**src/rtl/rv64g_l1_refill_arbiter.sv**
```systemverilog
// rv64g_l1_refill_arbiter: round-robin sharing of the single L1 refill port, one refill in flight.
// Optional same-line completion merging enabled by defining RFARB_COALESCE_EN.
module rv64g_l1_refill_arbiter #(
  parameter int NUM_REQ    = 4,
  parameter int OWNER_W    = 2,
  parameter int LINE_OFF_W = 6
) (
  input  logic                  clk_i,
  input  logic                  rst_i,
  input  logic [NUM_REQ-1:0]    req_valid_i,
  input  logic [NUM_REQ*64-1:0] req_addr_i,
  output logic [NUM_REQ-1:0]    req_done_o,
  output logic                  refill_req_o,
  output logic [63:0]           refill_addr_o,
  input  logic                  refill_done_i,
  output logic                  busy_o,
  output logic [OWNER_W-1:0]    owner_o
);
  localparam int LW = 64 - LINE_OFF_W;
  typedef enum logic [1:0] {S_IDLE, S_ISSUE, S_WAIT, S_DONE} state_t;
  state_t state_q, state_d;
  logic [OWNER_W-1:0] rr_q, owner_q, grant_idx;
  logic [OWNER_W:0]   idx;
  logic [63:0]        addr_q, grant_addr;
  logic               grant_any;
  logic [NUM_REQ-1:0] owner_hot;
  // Descending scan so the lowest offset from rr_q is the last (winning) assignment.
  always_comb begin
    grant_any = |req_valid_i;
    grant_idx = '0;
    idx = '0;
    for (int i = NUM_REQ - 1; i >= 0; i--) begin
      idx = {1'b0, rr_q} + (OWNER_W+1)'(i);
      idx = (idx >= (OWNER_W+1)'(NUM_REQ)) ? idx - (OWNER_W+1)'(NUM_REQ) : idx;
      if (req_valid_i[idx[OWNER_W-1:0]]) grant_idx = idx[OWNER_W-1:0];
    end
  end
  assign grant_addr = req_addr_i[grant_idx*64 +: 64];
  always_comb begin
    state_d = state_q;
    unique case (state_q)
      S_IDLE:  state_d = grant_any ? S_ISSUE : S_IDLE;
      S_ISSUE: state_d = S_WAIT;
      S_WAIT:  state_d = refill_done_i ? S_DONE : S_WAIT;
      default: state_d = S_IDLE;
    endcase
  end
  always_ff @(posedge clk_i) begin
    if (rst_i) begin
      state_q <= S_IDLE;
      rr_q    <= '0;
      owner_q <= '0;
      addr_q  <= '0;
    end else begin
      state_q <= state_d;
      if (state_q == S_IDLE && grant_any) begin
        owner_q <= grant_idx;
        addr_q  <= {grant_addr[63:LINE_OFF_W], {LINE_OFF_W{1'b0}}};
      end
      if (state_q == S_DONE)
        rr_q <= (owner_q == OWNER_W'(NUM_REQ - 1)) ? '0 : owner_q + 1'b1;
    end
  end
  assign busy_o        = state_q != S_IDLE;
  assign refill_req_o  = state_q == S_ISSUE;
  assign refill_addr_o = (state_q == S_ISSUE || state_q == S_WAIT) ? addr_q : '0;
  assign owner_o       = busy_o ? owner_q : '0;
  assign owner_hot     = NUM_REQ'(1) << owner_q;
`ifdef RFARB_COALESCE_EN
  logic [NUM_REQ-1:0] merge_q, match;
  always_comb begin
    match = '0;
    for (int k = 0; k < NUM_REQ; k++)
      match[k] = (state_q == S_WAIT || state_q == S_DONE) && req_valid_i[k] &&
                 OWNER_W'(k) != owner_q && req_addr_i[k*64+LINE_OFF_W +: LW] == addr_q[63:LINE_OFF_W];
  end
  always_ff @(posedge clk_i) begin
    if (rst_i || state_q == S_DONE) merge_q <= '0;
    else if (state_q == S_WAIT) merge_q <= merge_q | match;
  end
  // A same-line source seen in the DONE cycle itself is merged into this pulse too.
  assign req_done_o = (state_q == S_DONE) ? owner_hot | merge_q | match : '0;
`else
  assign req_done_o = (state_q == S_DONE) ? owner_hot : '0;
`endif
endmodule

```
**config.mk**
```make
export PLATFORM = sky130hd
export DESIGN_NAME = rv64g_l1_refill_arbiter
export DESIGN_NICKNAME = d
export VERILOG_FILES = /design/src/rtl/rv64g_l1_refill_arbiter.sv
export SDC_FILE = /design/constraint.sdc
export NUM_CORES = 1
export LEC_CHECK = 0
export ABC_AREA = 1
export ABC_CLOCK_PERIOD_IN_PS = 2050
export BUFFER_PORTS_ARGS = -buffer_cell sky130_fd_sc_hd__buf_2
export CORE_AREA = 2 2 129 131
export DETAILED_ROUTE_END_ITERATION = 10
export DIE_AREA = 0 0 131 133
export PLACE_DENSITY = 0.68
export SKIP_LAST_GASP = 1
export SYNTH_ARGS = -nofsm -noshare
export SYNTH_HDL_FRONTEND = slang
export SYNTH_SLANG_ARGS = --single-unit
```
**constraint.sdc**
```tcl
create_clock -name clk_i -period 2.05 [get_ports clk_i]
set_clock_uncertainty 0.15 [all_clocks]
set_input_delay 0.1025 -clock clk_i [delete_from_list [all_inputs] [get_ports clk_i]]
set_output_delay 0.1025 -clock clk_i [all_outputs]
set_load 0.1 [all_outputs]
```
==> results.md, run 1 <==
* Met2 usage at ~45%
* Io pins at 335
* Post-DRT Antenna Nets at 0
* First-pass GRT wire length at 37.4 mm
* Non-Filler Instances at between 1500 and 2000
* Initial antenna violation count at 5
* GR Layer Usage met3 at 9.83%
* Worst endpoint required time at between 2 and 2.5 ns
* Core box area at 0.0162 sq mm
* RSZ-0062 raised after global routing: yes
* Reg2Reg Depth at 14
* First-pass DRT Iterations at 5
* GR Overflow Total at 0
* Worst-path clk slew at ~0.06 ns
* Area delta synth->final at 92.6%
* Endpoints failing setup at 5
* Most frequent CP cell: nand2_4
* Die outline width at around 130 microns
* Hold depth at 7
* Ys Warns at 0
* Max frequency at 479 MHz
* Buf+Inv Stages, Crit Path at 3
* Critical path type: reg2reg
* Prevailing post-synth register cell: dfxtp_1
* Slowest cell delay on critical path at between 0.3 and 0.4 ns
* Commonest cells after routing, fill and taps aside: nand2_1 (307), buf_2 (246), inv_1 (164)
* Final WS setup at -0.0359 ns
* Arrival time worst endpoint at 2.17 ns
* Startpoint types: flip-flop
* CTS H-tree lvls at 3
* Routed len/inst at 16.4 microns
* Total power at about 0.015 W
* Vias in the first global route at ~8000
* Drt initial violations at 794
* Post-route core utilization at 65.1%
* GR Util met1 at 28.3%
* Root Buffer: clkbuf_16
* Top delay family on crit path: simple AND/OR/NAND/NOR gates
* Die Y at 133 microns
* Post-synth EDFFs at 0
* Commonest non-fill, non-tap cell in the layout: nand2_1
* Share of cells above drive strength 1 at 32.9%
* Synth Register Bits at 64
* Cell variety after synth at 30
* Drt via density at approximately 5
* CP max-delay cell: dfxtp_4
* Busiest grt layer: met2
* Fin. max-slew vios at 0
* Worst setup EP type: flip-flop
* Sequential area share after synthesis at 23.5%
* Worst-case clock buffer depth at 2
* Tcrit/Tclk final at 102%
* Fin crit period at 2.09 ns
* Max cap viols at 0
* Placed Cells at around 1500
* Final Hold Viols at 0
* Peak supply drop at 878 uV
* Clock buffer count from CTS at 9
* Largest net degree at the start of global routing at 76
* Stages on worst setup path at 14
* # clock sinks at 64
* Final wirelength at between 20 and 30 mm
* Post-DP HPWL at 14.5 mm
* IO buf count at between 300 and 400
* Outcome: finished, violations left
* Remaining DRCs at 0
* CTS tree: built
* Clock latency on the worst-skew pair at 0.33 ns
* Routability cong. at 0.888
* # fillers at approximately 1300
* Syn Area/Cell at 5.36 sq um
* Class of the worst hold path: in2reg
* Cell area after synthesis at 0.00546 sq mm
* Rel. slew slack at between 60% and 70%
* Mapped Cells at ~1000
* P_leak at 5.86 nW
* Crit-path max FO at 18
* # rows at 47
* Initial core utilization at 33.8%
* Overall Global Routing Usage at a little over a quarter
* Async set or reset register ratio after synthesis at 0%
* Via count at roughly 8300
* Net count, final at 1709
* CP cell instances: buf_6, nand2_4, nand3_2, nand2_2, nand3_4, nand2_4, nand2_4, nand2_8, clkinv_8, clkbuf_16, nand2_1, nand2_1, a21oi_2, nor2_1
* PD cells at between 1000 and 1500 mW/mm^2
* Worst Tran Pin Value at 0.545 ns
* Die Footprint at ~0.017 sq mm
* Failing checks: setup timing
[flip-flops by register name, indices dropped and copies added (netlist names)]
| signal | count |
|---|---|
| state_q | 2 |
| rr_q | 2 |
| owner_q | 2 |
| addr_q | 58 |
[synthesized netlist by cell type (2+ instances only)]
| master | n | area (sq um) |
|---|---|---|
| nand2_1 | 337 | 1260 |
| inv_1 | 178 | 668 |
| nor2_1 | 143 | 537 |
| nand3_1 | 142 | 711 |
| dfxtp_1 | 64 | 1280 |
| a21oi_1 | 34 | 170 |
| buf_2 | 23 | 115 |
| nand3b_1 | 21 | 158 |
| buf_4 | 18 | 135 |
| clkbuf_1 | 17 | 63.8 |
| ha_1 | 8 | 100 |
| buf_1 | 6 | 22.5 |
| buf_6 | 4 | 45.0 |
| inv_2 | 3 | 11.3 |
| nand2_2 | 3 | 18.8 |
| nand2_4 | 2 | 22.5 |
| nand3_4 | 2 | 35.0 |
| o21ai_0 | 2 | 10.0 |
| o21ai_1 | 2 | 10.0 |
[kinds of logic (layout without fill, tap and decap cells)]
kind of cell	after synthesis	count (layout)	synth area share, %
other	1	10	0.0686
adder cells (fa/ha/maj)	8	8	1.83
flip-flops	64	64	23.5
buffers and inverters	250	668	19.5
AND/OR/NAND/NOR	655	655	51.0
AO/OA/AOI/OAI	42	42	4.12
[metal layers]
layer	wire length, microns	vias to the layer above	part of all wire [%]
met2	12600	552	46
met4	2080	2	7.6
met1	9840	3721	36
met5	50	-	0.18
li1	-	3883	-
met3	2740	185	10
[power breakdown]
part	total, W	internal [W]	switching (W)
Combinational	0.0112	0.00401	0.00720
Clock	0.00157	0.00100	0.000565
Sequential	0.00207	0.00177	0.000296
Total	0.0148	0.00678	0.00806
[worst paths after layout]
| check | slack, ns | start | end |
|---|---|---|---|
| setup / recovery | -0.04 | rr_q[0]$_SDFFE_PP0P_ | addr_q[22]$_SDFFE_PP0P_ |
| hold / removal | 0.01 | req_addr_i[255] | addr_q[63]$_SDFFE_PP0P_ |
| setup reg to reg | -0.04 | rr_q[0]$_SDFFE_PP0P_ | addr_q[22]$_SDFFE_PP0P_ |
| hold reg to reg | 0.41 | addr_q[45]$_SDFFE_PP0P_ | addr_q[45]$_SDFFE_PP0P_ |
[through the flow]
step | instance area [sq um] | hold slack (ns) | TNS [ns] | setup WS (ns)
detailed placement | 8220 | 0.184 | -0.0728 | -0.0497
floorplan | 5620 | 0.0884 | -7.82 | -0.175
finish | 10500 | 0.0127 | -0.0763 | -0.0359
CTS | 9760 | 0.000199 | -0.0196 | -0.0173
global placement | 8220 | 0.176 | -0.0145 | -0.0145
global route | 10500 | 0.0379 | -4.08 | -0.227
[worst min-delay path, cell delays in order]
cell     delay (ns)
buf_2          0.07
nand2_1        0.04
nand2_1        0.05
nand2_1        0.05
nand3_1        0.07
nand2_1        0.04
inv_1          0.04
[area by class of cell]
cell class	count	area (sq um)	area share [%]
Tap cell	220	275	2.62
Timing Repair Buffer	470	4330	41.1
Antenna cell	4	10.0	0.0951
Sequential cell	64	1290	12.3
Inverter	182	742	7.05
Clock buffer	13	260	2.47
Clock inverter	3	40.0	0.380
Multi-Input combinational cell	711	3580	34.0
[timing repair]
item / 4_1_cts / 5_1_grt
pin swaps: 0 / 36
gates resized for setup: 3 / 101
endpoints found under the hold margin: 33 / 0
endpoints found under the setup margin: 8 / 59
buffers inserted: 0 / 8
cloned: 0 / 13
hold buffers: 122 / 0
No activity file was read; power rests on OpenSTA's default activity.
==> run 2: changes to the inputs <==
--- a/config.mk
+++ b/config.mk
@@ -5,13 +5,13 @@
 export SDC_FILE = /design/constraint.sdc
 export NUM_CORES = 1
 export LEC_CHECK = 0
-export ABC_AREA = 1
+export ABC_AREA = 0
 export ABC_CLOCK_PERIOD_IN_PS = 2050
 export BUFFER_PORTS_ARGS = -buffer_cell sky130_fd_sc_hd__buf_2
 export CORE_AREA = 2 2 129 131
 export DETAILED_ROUTE_END_ITERATION = 10
 export DIE_AREA = 0 0 131 133
-export PLACE_DENSITY = 0.68
+export PLACE_DENSITY = 0.62
 export SKIP_LAST_GASP = 1
 export SYNTH_ARGS = -nofsm -noshare
 export SYNTH_HDL_FRONTEND = slang
==> results.md, run 2 <==
* Final WS setup at 0.0614 ns
* Top-count cell post-synth: dfxtp_1
* Final wirelength at about 21 mm
* Clock buffer count from CTS at 9
* CTS H-tree lvls at 3
* Post-route core utilization at 57.5%
* Worst-path clk slew at 0.06 ns
* Io pins at 335
* Sequential area share after synthesis at roughly 28%
* Routed len/inst at 17.1 microns
* Post-synth top area cell: dfxtp_1
* CTS tree: built
* # fillers at 1356
* Async set or reset register ratio after synthesis at 0%
* Syn Area/Cell at 7.89 sq um
* Remaining DRCs at 0
* Post-DRT Antenna Nets at 0
* Via count at 6215
* Most flop-heavy register: addr_q
* Startpoint types: flip-flop
* RSZ-0062 raised after global routing: yes
* Routability cong. at between 0.7 and 0.8
* First-pass GRT wire length at around 32 mm
* PD cells at 1010 mW/mm^2
* Share of cells above drive strength 1 at 35.4%
* Non-Filler Instances at 1249
* Max frequency at a little over 500 MHz
* Cell variety after synth at 28
* Class of the worst hold path: in2reg
* Vias in the first global route at 6344
* Register area at roughly 0.0013 sq mm
* # clock sinks at 64
* Hold depth at 4
* Pre-CTS WS at 0.0178 ns
* Synth Register Bits at 64
* GR Overflow Total at 0
* # rows at 47
* Ys Warns at 0
* Reg2Reg Depth at 6
* Arrival time worst endpoint at between 2 and 2.5 ns
* Placed cell area at 0.00732 sq mm
* P_leak at between 4 and 5 nW
* CP max-delay cell: a221o_4
* Synth top cells by count: dfxtp_1 (64), and2_1 (63), mux2i_1 (60)
* Clock latency on the worst-skew pair at 0.33 ns
* Dominant cells by area after synthesis: dfxtp_1 (28%), mux2i_1 (13%), a21boi_0 (9.4%)
* Area occupied by multi-input gates at around 0.0031 sq mm
* Drt via density at 4.98
* Mapped Cells at 588
* Die outline width at about 130 microns
* Fin crit period at 1.99 ns
* Fin. max-slew vios at 0
* Cell area after synthesis at 0.00464 sq mm
* Final Instance Area at 0.00930 sq mm
* Placed Cells at 1069
* Post-DP HPWL at between 10 and 15 mm
* Commonest non-fill, non-tap cell in the layout: buf_2
* Hold_ws at roughly 0.018 ns
* Final Hold Viols at 0
* Max cap viols at 0
* Worst endpoint required time at 2.10 ns
* Overall Global Routing Usage at a little under a quarter
* Drt initial violations at 321
* Crit-path max FO at 72
* Largest net degree at the start of global routing at 73
* Outcome: completed
* Die Y at 133 microns
* Slowest cell delay on critical path at 0.37 ns
* Rel. slew slack at 52.0%
* Top cell type's share of synthesized area at 27.6%
* Max reg flops at 58
* Tcrit/Tclk final at between 90% and 100%
* Root Buffer: clkbuf_16
* IO buf count at 304
* Net count, final at 1293
* Peak supply drop at 528 uV
* Commonest cells after routing, fill and taps aside: buf_2 (245), dlygate4sd3_1 (158), buf_12 (66)
* Worst Tran Pin Value at 0.720 ns
* Worst setup EP type: flip-flop
* CP cell instances: o21bai_1, a221o_4, buf_12, and3_1, o21ai_0, o211ai_1
* First-pass DRT Iterations at 5
* Post-synth EDFFs at 0
* Die Footprint at 0.0174 sq mm
* Initial antenna violation count at 3
* Initial core utilization at between 20 and 30%
* Area delta synth->final at 101%
* Core box area at 0.0162 sq mm
* Critical path type: reg2reg
* Prevailing post-synth register cell: dfxtp_1
* Worst-case clock buffer depth at 2
* Endpoints failing setup at 0
-- run 2: cell count changes in the layout (fill, tap and decap cells not counted), moves of 39 or more --
cell | before | now
a21boi_0 | 0 | 58
and2_1 | 0 | 52
and3_1 | 0 | 58
inv_1 | 164 | 4
mux2i_1 | 0 | 60
nand2_1 | 307 | 58
nand3_1 | 101 | 0
nand3_2 | 39 | 0
nor2_1 | 142 | 8
o211ai_1 | 0 | 58
o21ai_0 | 2 | 47
-- run 2: worst max-delay path, delay by kind of cell (launching register included) --
kind,cells,cell delay [ns]
AOI/OAI and AO/OA,4,0.91
buffers and inverters,1,0.19
DFF,1,0.34
and+or+nand+nor,1,0.20
-- run 2: cell type report --
class / instances / share of cell area, %
antenna: 2 / 0.0538
clock buffer: 10 / 2.46
clock inverter: 6 / 1.16
inverter: 8 / 0.363
multi-input combinational: 457 / 33.4
sequential: 64 / 13.8
tap: 220 / 2.96
timing repair buffer: 482 / 45.8
-- run 2: cell families after synthesis --
group	count (synthesis)	share of synthesized area (%)
and+or+nand+nor	195	22.6
AOI/OAI and AO/OA	187	26.9
buffers and inverters	73	7.64
DFF	64	27.6
muxes	60	13.0
adders and majority gates	8	2.16
other	1	0.0809
-- run 2: stage by stage --
step	setup TNS, ns	total power [W]
3_5_place_dp	0	0.00729
2_1_floorplan	-0.0754	0.00536
4_1_cts	0	0.00932
5_1_grt	-0.0196	0.00978
3_3_place_gp	0	0.00725
6_report	0	0.00936
-- run 2: path summary, 6_finish.rpt --
check / start / end / slack, ns
max: rr_q[1]$_SDFFE_PP0P_ / addr_q[57]$_SDFFE_PP0P_ / 0.06
min: req_addr_i[149] / addr_q[21]$_SDFFE_PP0P_ / 0.02
min reg2reg: addr_q[13]$_SDFFE_PP0P_ / addr_q[13]$_SDFFE_PP0P_ / 0.31
max reg2reg: rr_q[1]$_SDFFE_PP0P_ / addr_q[57]$_SDFFE_PP0P_ / 0.06
-- run 2: report_power, final --
group	switching (W)	internal (W)
clock network	0.000596	0.00118
logic	0.00366	0.00216
registers	0.000164	0.00160
total	0.00442	0.00494
-- run 2: repair_timing --
action | 4_1_cts | 5_1_grt
hold buffers | 158 | 0
endpoints found under the setup margin | 0 | 39
endpoints found under the hold margin | 64 | 0
resized for setup | 0 | 8
setup buffers | 0 | 2
-- run 2: layer usage --
layer / track usage [%] / wire, microns / vias up
met2: 40.4 / 10800 / 332
met5: 0 / 13 / -
met3: 6.59 / 1430 / 83
met4: 12.3 / 940 / 2
met1: 25.7 / 8250 / 2849
li1: - / - / 2949
==> run 3: changes to the inputs <==
--- a/config.mk
+++ b/config.mk
@@ -11,6 +11,7 @@
 export CORE_AREA = 2 2 129 131
 export DETAILED_ROUTE_END_ITERATION = 10
 export DIE_AREA = 0 0 131 133
+export HOLD_SLACK_MARGIN = 0.1
 export PLACE_DENSITY = 0.62
 export SKIP_LAST_GASP = 1
 export SYNTH_ARGS = -nofsm -noshare
==> results.md, run 3 <==
* Root Buffer: clkbuf_16
* Outcome: did not finish
* Cell variety after synth at 28
* Resized cells post-CTS at 0
* Last stage reached: clock tree synthesis
* # rows at 47
* Post-synth top area cell: dfxtp_1
* Syn Area/Cell at 7.89 sq um
* CTS H-tree lvls at 3
* Sequential area share after synthesis at between 20 and 30%
* Top cell type's share of synthesized area at 27.6%
* Top-count cell post-synth: dfxtp_1
* IO buf count at 304
* Routability cong. at between 0.7 and 0.8
* Die outline width at 131 microns
* # clock sinks at 64
* Mapped Cells at 588
* Dominant cells by area after synthesis: dfxtp_1 (28%), mux2i_1 (13%), a21boi_0 (9.4%)
* Hold buffers post-CTS at 218
* Post-DP HPWL at 12.1 mm
* Postcts setup bufs at 0
* Io pins at 335
* Synth top cells by count: dfxtp_1 (64), and2_1 (63), mux2i_1 (60)
* Error msg: [ERROR RSZ-0060] Max buffer count reached.
* Async set or reset register ratio after synthesis at 0%
* Cell area after synthesis at 0.00464 sq mm
* Initial core utilization at between 20% and 30%
* Prevailing post-synth register cell: dfxtp_1
* Ys Warns at 0
* Worst-case clock buffer depth at 2
* Post-synth EDFFs at 0
* Die Y at 133 microns
* Clock buffer count from CTS at 9
* Synth Register Bits at 64
[run 3: cell counts after synthesis]
No cell type changed its count.
[run 3: logic make-up after synthesis]
logic type	count (synthesis)	share of synthesized area, %
AO/OA/AOI/OAI	187	26.9
AND/OR/NAND/NOR	195	22.6
buffers and inverters	73	7.64
other	1	0.0809
flip-flops	64	27.6
adder cells (fa/ha/maj)	8	2.16
multiplexers	60	13.0
[run 3: metrics by stage]
step | cells | area [sq um] | utilization, % | setup slack [ns]
2_1_floorplan | 593 | 4710 | - | -0.0377
3_3_place_gp | 1069 | 7320 | 45.3 | 0.0442
3_5_place_dp | 1069 | 7320 | 45.3 | 0.0178
==> run 4: changes to the inputs <==
--- a/config.mk
+++ b/config.mk
@@ -11,8 +11,7 @@
 export CORE_AREA = 2 2 129 131
 export DETAILED_ROUTE_END_ITERATION = 10
 export DIE_AREA = 0 0 131 133
-export HOLD_SLACK_MARGIN = 0.1
-export PLACE_DENSITY = 0.62
+export PLACE_DENSITY_LB_ADDON = 0.15
 export SKIP_LAST_GASP = 1
 export SYNTH_ARGS = -nofsm -noshare
 export SYNTH_HDL_FRONTEND = slang
==> results.md, run 4 (synthesis results as in run 2) <==
* Largest net degree at the start of global routing at 61
* Die Footprint at approximately 0.017 sq mm
* Post-route core utilization at 57.5%
* Crit-path max FO at 31
* Crit path capture: refill_addr_o[14]
* First-pass DRT Iterations at 4
* CP cell instances: inv_2, ha_4, buf_12, and2_1, buf_12
* Comb power frac at 64.7%
* Critical path type: reg2out
* Peak supply drop at 701 uV
* Hold_ws at 0.00416 ns
* Slowest cell delay on critical path at 0.37 ns
* Vias in the first global route at between 5000 and 6000
* Most flop-heavy register: addr_q
* CTS tree: built
* Crit. Startpoint: state_q[1]$_SDFF_PP0_
* Routed len/inst at 15.7 microns
* Core box area at ~0.016 sq mm
* Final Hold Viols at 0
* Worst R2R Start: rr_q[1]$_SDFFE_PP0P_
* Root Buffer: clkbuf_16
* Hold depth at 4
* Io pins at roughly 340
* R2R Path End: addr_q[24]$_SDFFE_PP0P_
* R2r setup slk at 0.11 ns
* Clock latency on the worst-skew pair at 0.33 ns
* Pre-CTS WS at 0.0118 ns
* # clock sinks at 64
* Most frequent CP cell: buf_12
* Sw frac at 48.1%
* Initial core utilization at 28.7%
* Clock buffer count from CTS at 9
* Area delta synth->final at 101%
* Max cap viols at 0
* Reg2Reg Depth at 8
* Die Y at 133 microns
* # rows at 47
* Worst-path clk slew at ~0.050 ns
* Fin crit period at 1.94 ns
* P_leak at 4.33 nW
* Sw Pwr at roughly 0.0043 W
* Commonest cells after routing, fill and taps aside: buf_2 (246), dlygate4sd3_1 (164), buf_12 (66)
* Startpoint types: flip-flop
* Post-DP HPWL at 12.2 mm
* Routability cong. at 0.767
* Stages on worst setup path at 5
* CTS H-tree lvls at 3
* IO buf count at 304
* Clock power share at ~16%
* Initial antenna violation count at 2
* Drt via density at 4.73
* Via count at 5937
* Endpoints failing setup at 0
* Tcrit/Tclk final at 94.7%
* Drt initial violations at 187
* Die outline width at 131 microns
* Max frequency at between 500 and 600 MHz
* Final WS setup at 0.109 ns
* Share of cells above drive strength 1 at 34.7%
* Worst setup EP type: output port
* Max reg flops at 58
* Overall Global Routing Usage at between 20 and 25%
* Buf+Inv Stages, Crit Path at 3
* Reg power frac at between 10% and 20%
* GR Overflow Total at 0
* CP max-delay cell: dfxtp_1
* Final wirelength at 19.6 mm
* Post-DRT Antenna Nets at 0
* PD cells at about 970 mW/mm^2
* Commonest non-fill, non-tap cell in the layout: buf_2
* Class of the worst hold path: in2reg
* First-pass GRT wire length at 29.2 mm
* Remaining DRCs at 0
* Arrival time worst endpoint at between 1.5 and 2 ns
* # fillers at ~1400
* Net count, final at 1299
* Fin. max-slew vios at 0
* Outcome: completed
* Internal power at 0.00468 W
* Worst endpoint required time at 1.80 ns
* Worst-case clock buffer depth at 2
* Top delay family on crit path: buffers and inverters
run 4: power by group through the flow:
| stage | clock, W | combinational (W) | sequential, W |
|---|---|---|---|
| floorplan | 0 | 0.00361 | 0.00174 |
| global route | 0.00152 | 0.00610 | 0.00181 |
| global placement | 0 | 0.00552 | 0.00177 |
| CTS | 0.00147 | 0.00579 | 0.00176 |
| finish | 0.00143 | 0.00582 | 0.00175 |
| detailed placement | 0 | 0.00553 | 0.00178 |
run 4: routing by layer:
metal | track usage, % | up-vias | part of all wire (%)
li1 | - | 2958 | -
met2 | 37.3 | 279 | 49
met1 | 23.9 | 2641 | 40
met5 | 0 | - | 0
met4 | 11.6 | 0 | 4.3
met3 | 4.61 | 59 | 7.0
run 4: worst min-delay path by stage:
stage               startpoint                       to  slack (ns)
4_1_cts        req_addr_i[189]  addr_q[61]$_SDFFE_PP0P_      0.0009
3_5_place_dp   req_addr_i[100]  addr_q[36]$_SDFFE_PP0P_        0.27
5_1_grt        req_addr_i[144]  addr_q[16]$_SDFFE_PP0P_        0.02
2_1_floorplan    refill_done_i    state_q[0]$_SDFF_PP0_        0.14
6_report       req_addr_i[145]  addr_q[17]$_SDFFE_PP0P_       0.004
3_3_place_gp    req_addr_i[99]  addr_q[35]$_SDFFE_PP0P_        0.26
run 4: area by class of cell:
class / count / area [sq um] / area share (%)
multi-input cells: 456 / 3100 / 33.4
repair buffers: 489 / 4330 / 46.6
well taps: 220 / 275 / 2.96
diodes: 2 / 5.00 / 0.0538
inverters: 8 / 33.8 / 0.363
flip-flops and latches: 64 / 1280 / 13.8
clock buffers: 15 / 268 / 2.88
run 4: worst register-to-register path: stages (launching register included):
cell	delay (ns)
dfxtp_1	0.34
a21oi_1	0.13
o21ai_1	0.08
buf_4	0.14
a2111oi_4	0.41
buf_4	0.19
buf_4	0.21
o21ai_0	0.12
o211ai_1	0.09
run 4: stage by stage:
stage | instance area [sq um] | TNS [ns] | power, W | instances
2_1_floorplan | 4710 | -0.0754 | 0.00536 | 593
3_3_place_gp | 7310 | 0 | 0.00728 | 1069
3_5_place_dp | 7310 | 0 | 0.00731 | 1069
4_1_cts | 9220 | 0 | 0.00902 | 1248
5_1_grt | 9300 | -0.0389 | 0.00943 | 1254
6_report | 9300 | 0 | 0.00900 | 1254
run 4: what timing repair did:
| action | CTS | global route |
|---|---|---|
| gates resized for setup | 0 | 10 |
| hold buffers | 164 | 0 |
| buffers inserted | 0 | 2 |
| endpoints found under the setup margin | 0 | 71 |
| endpoints found under the hold margin | 64 | 0 |
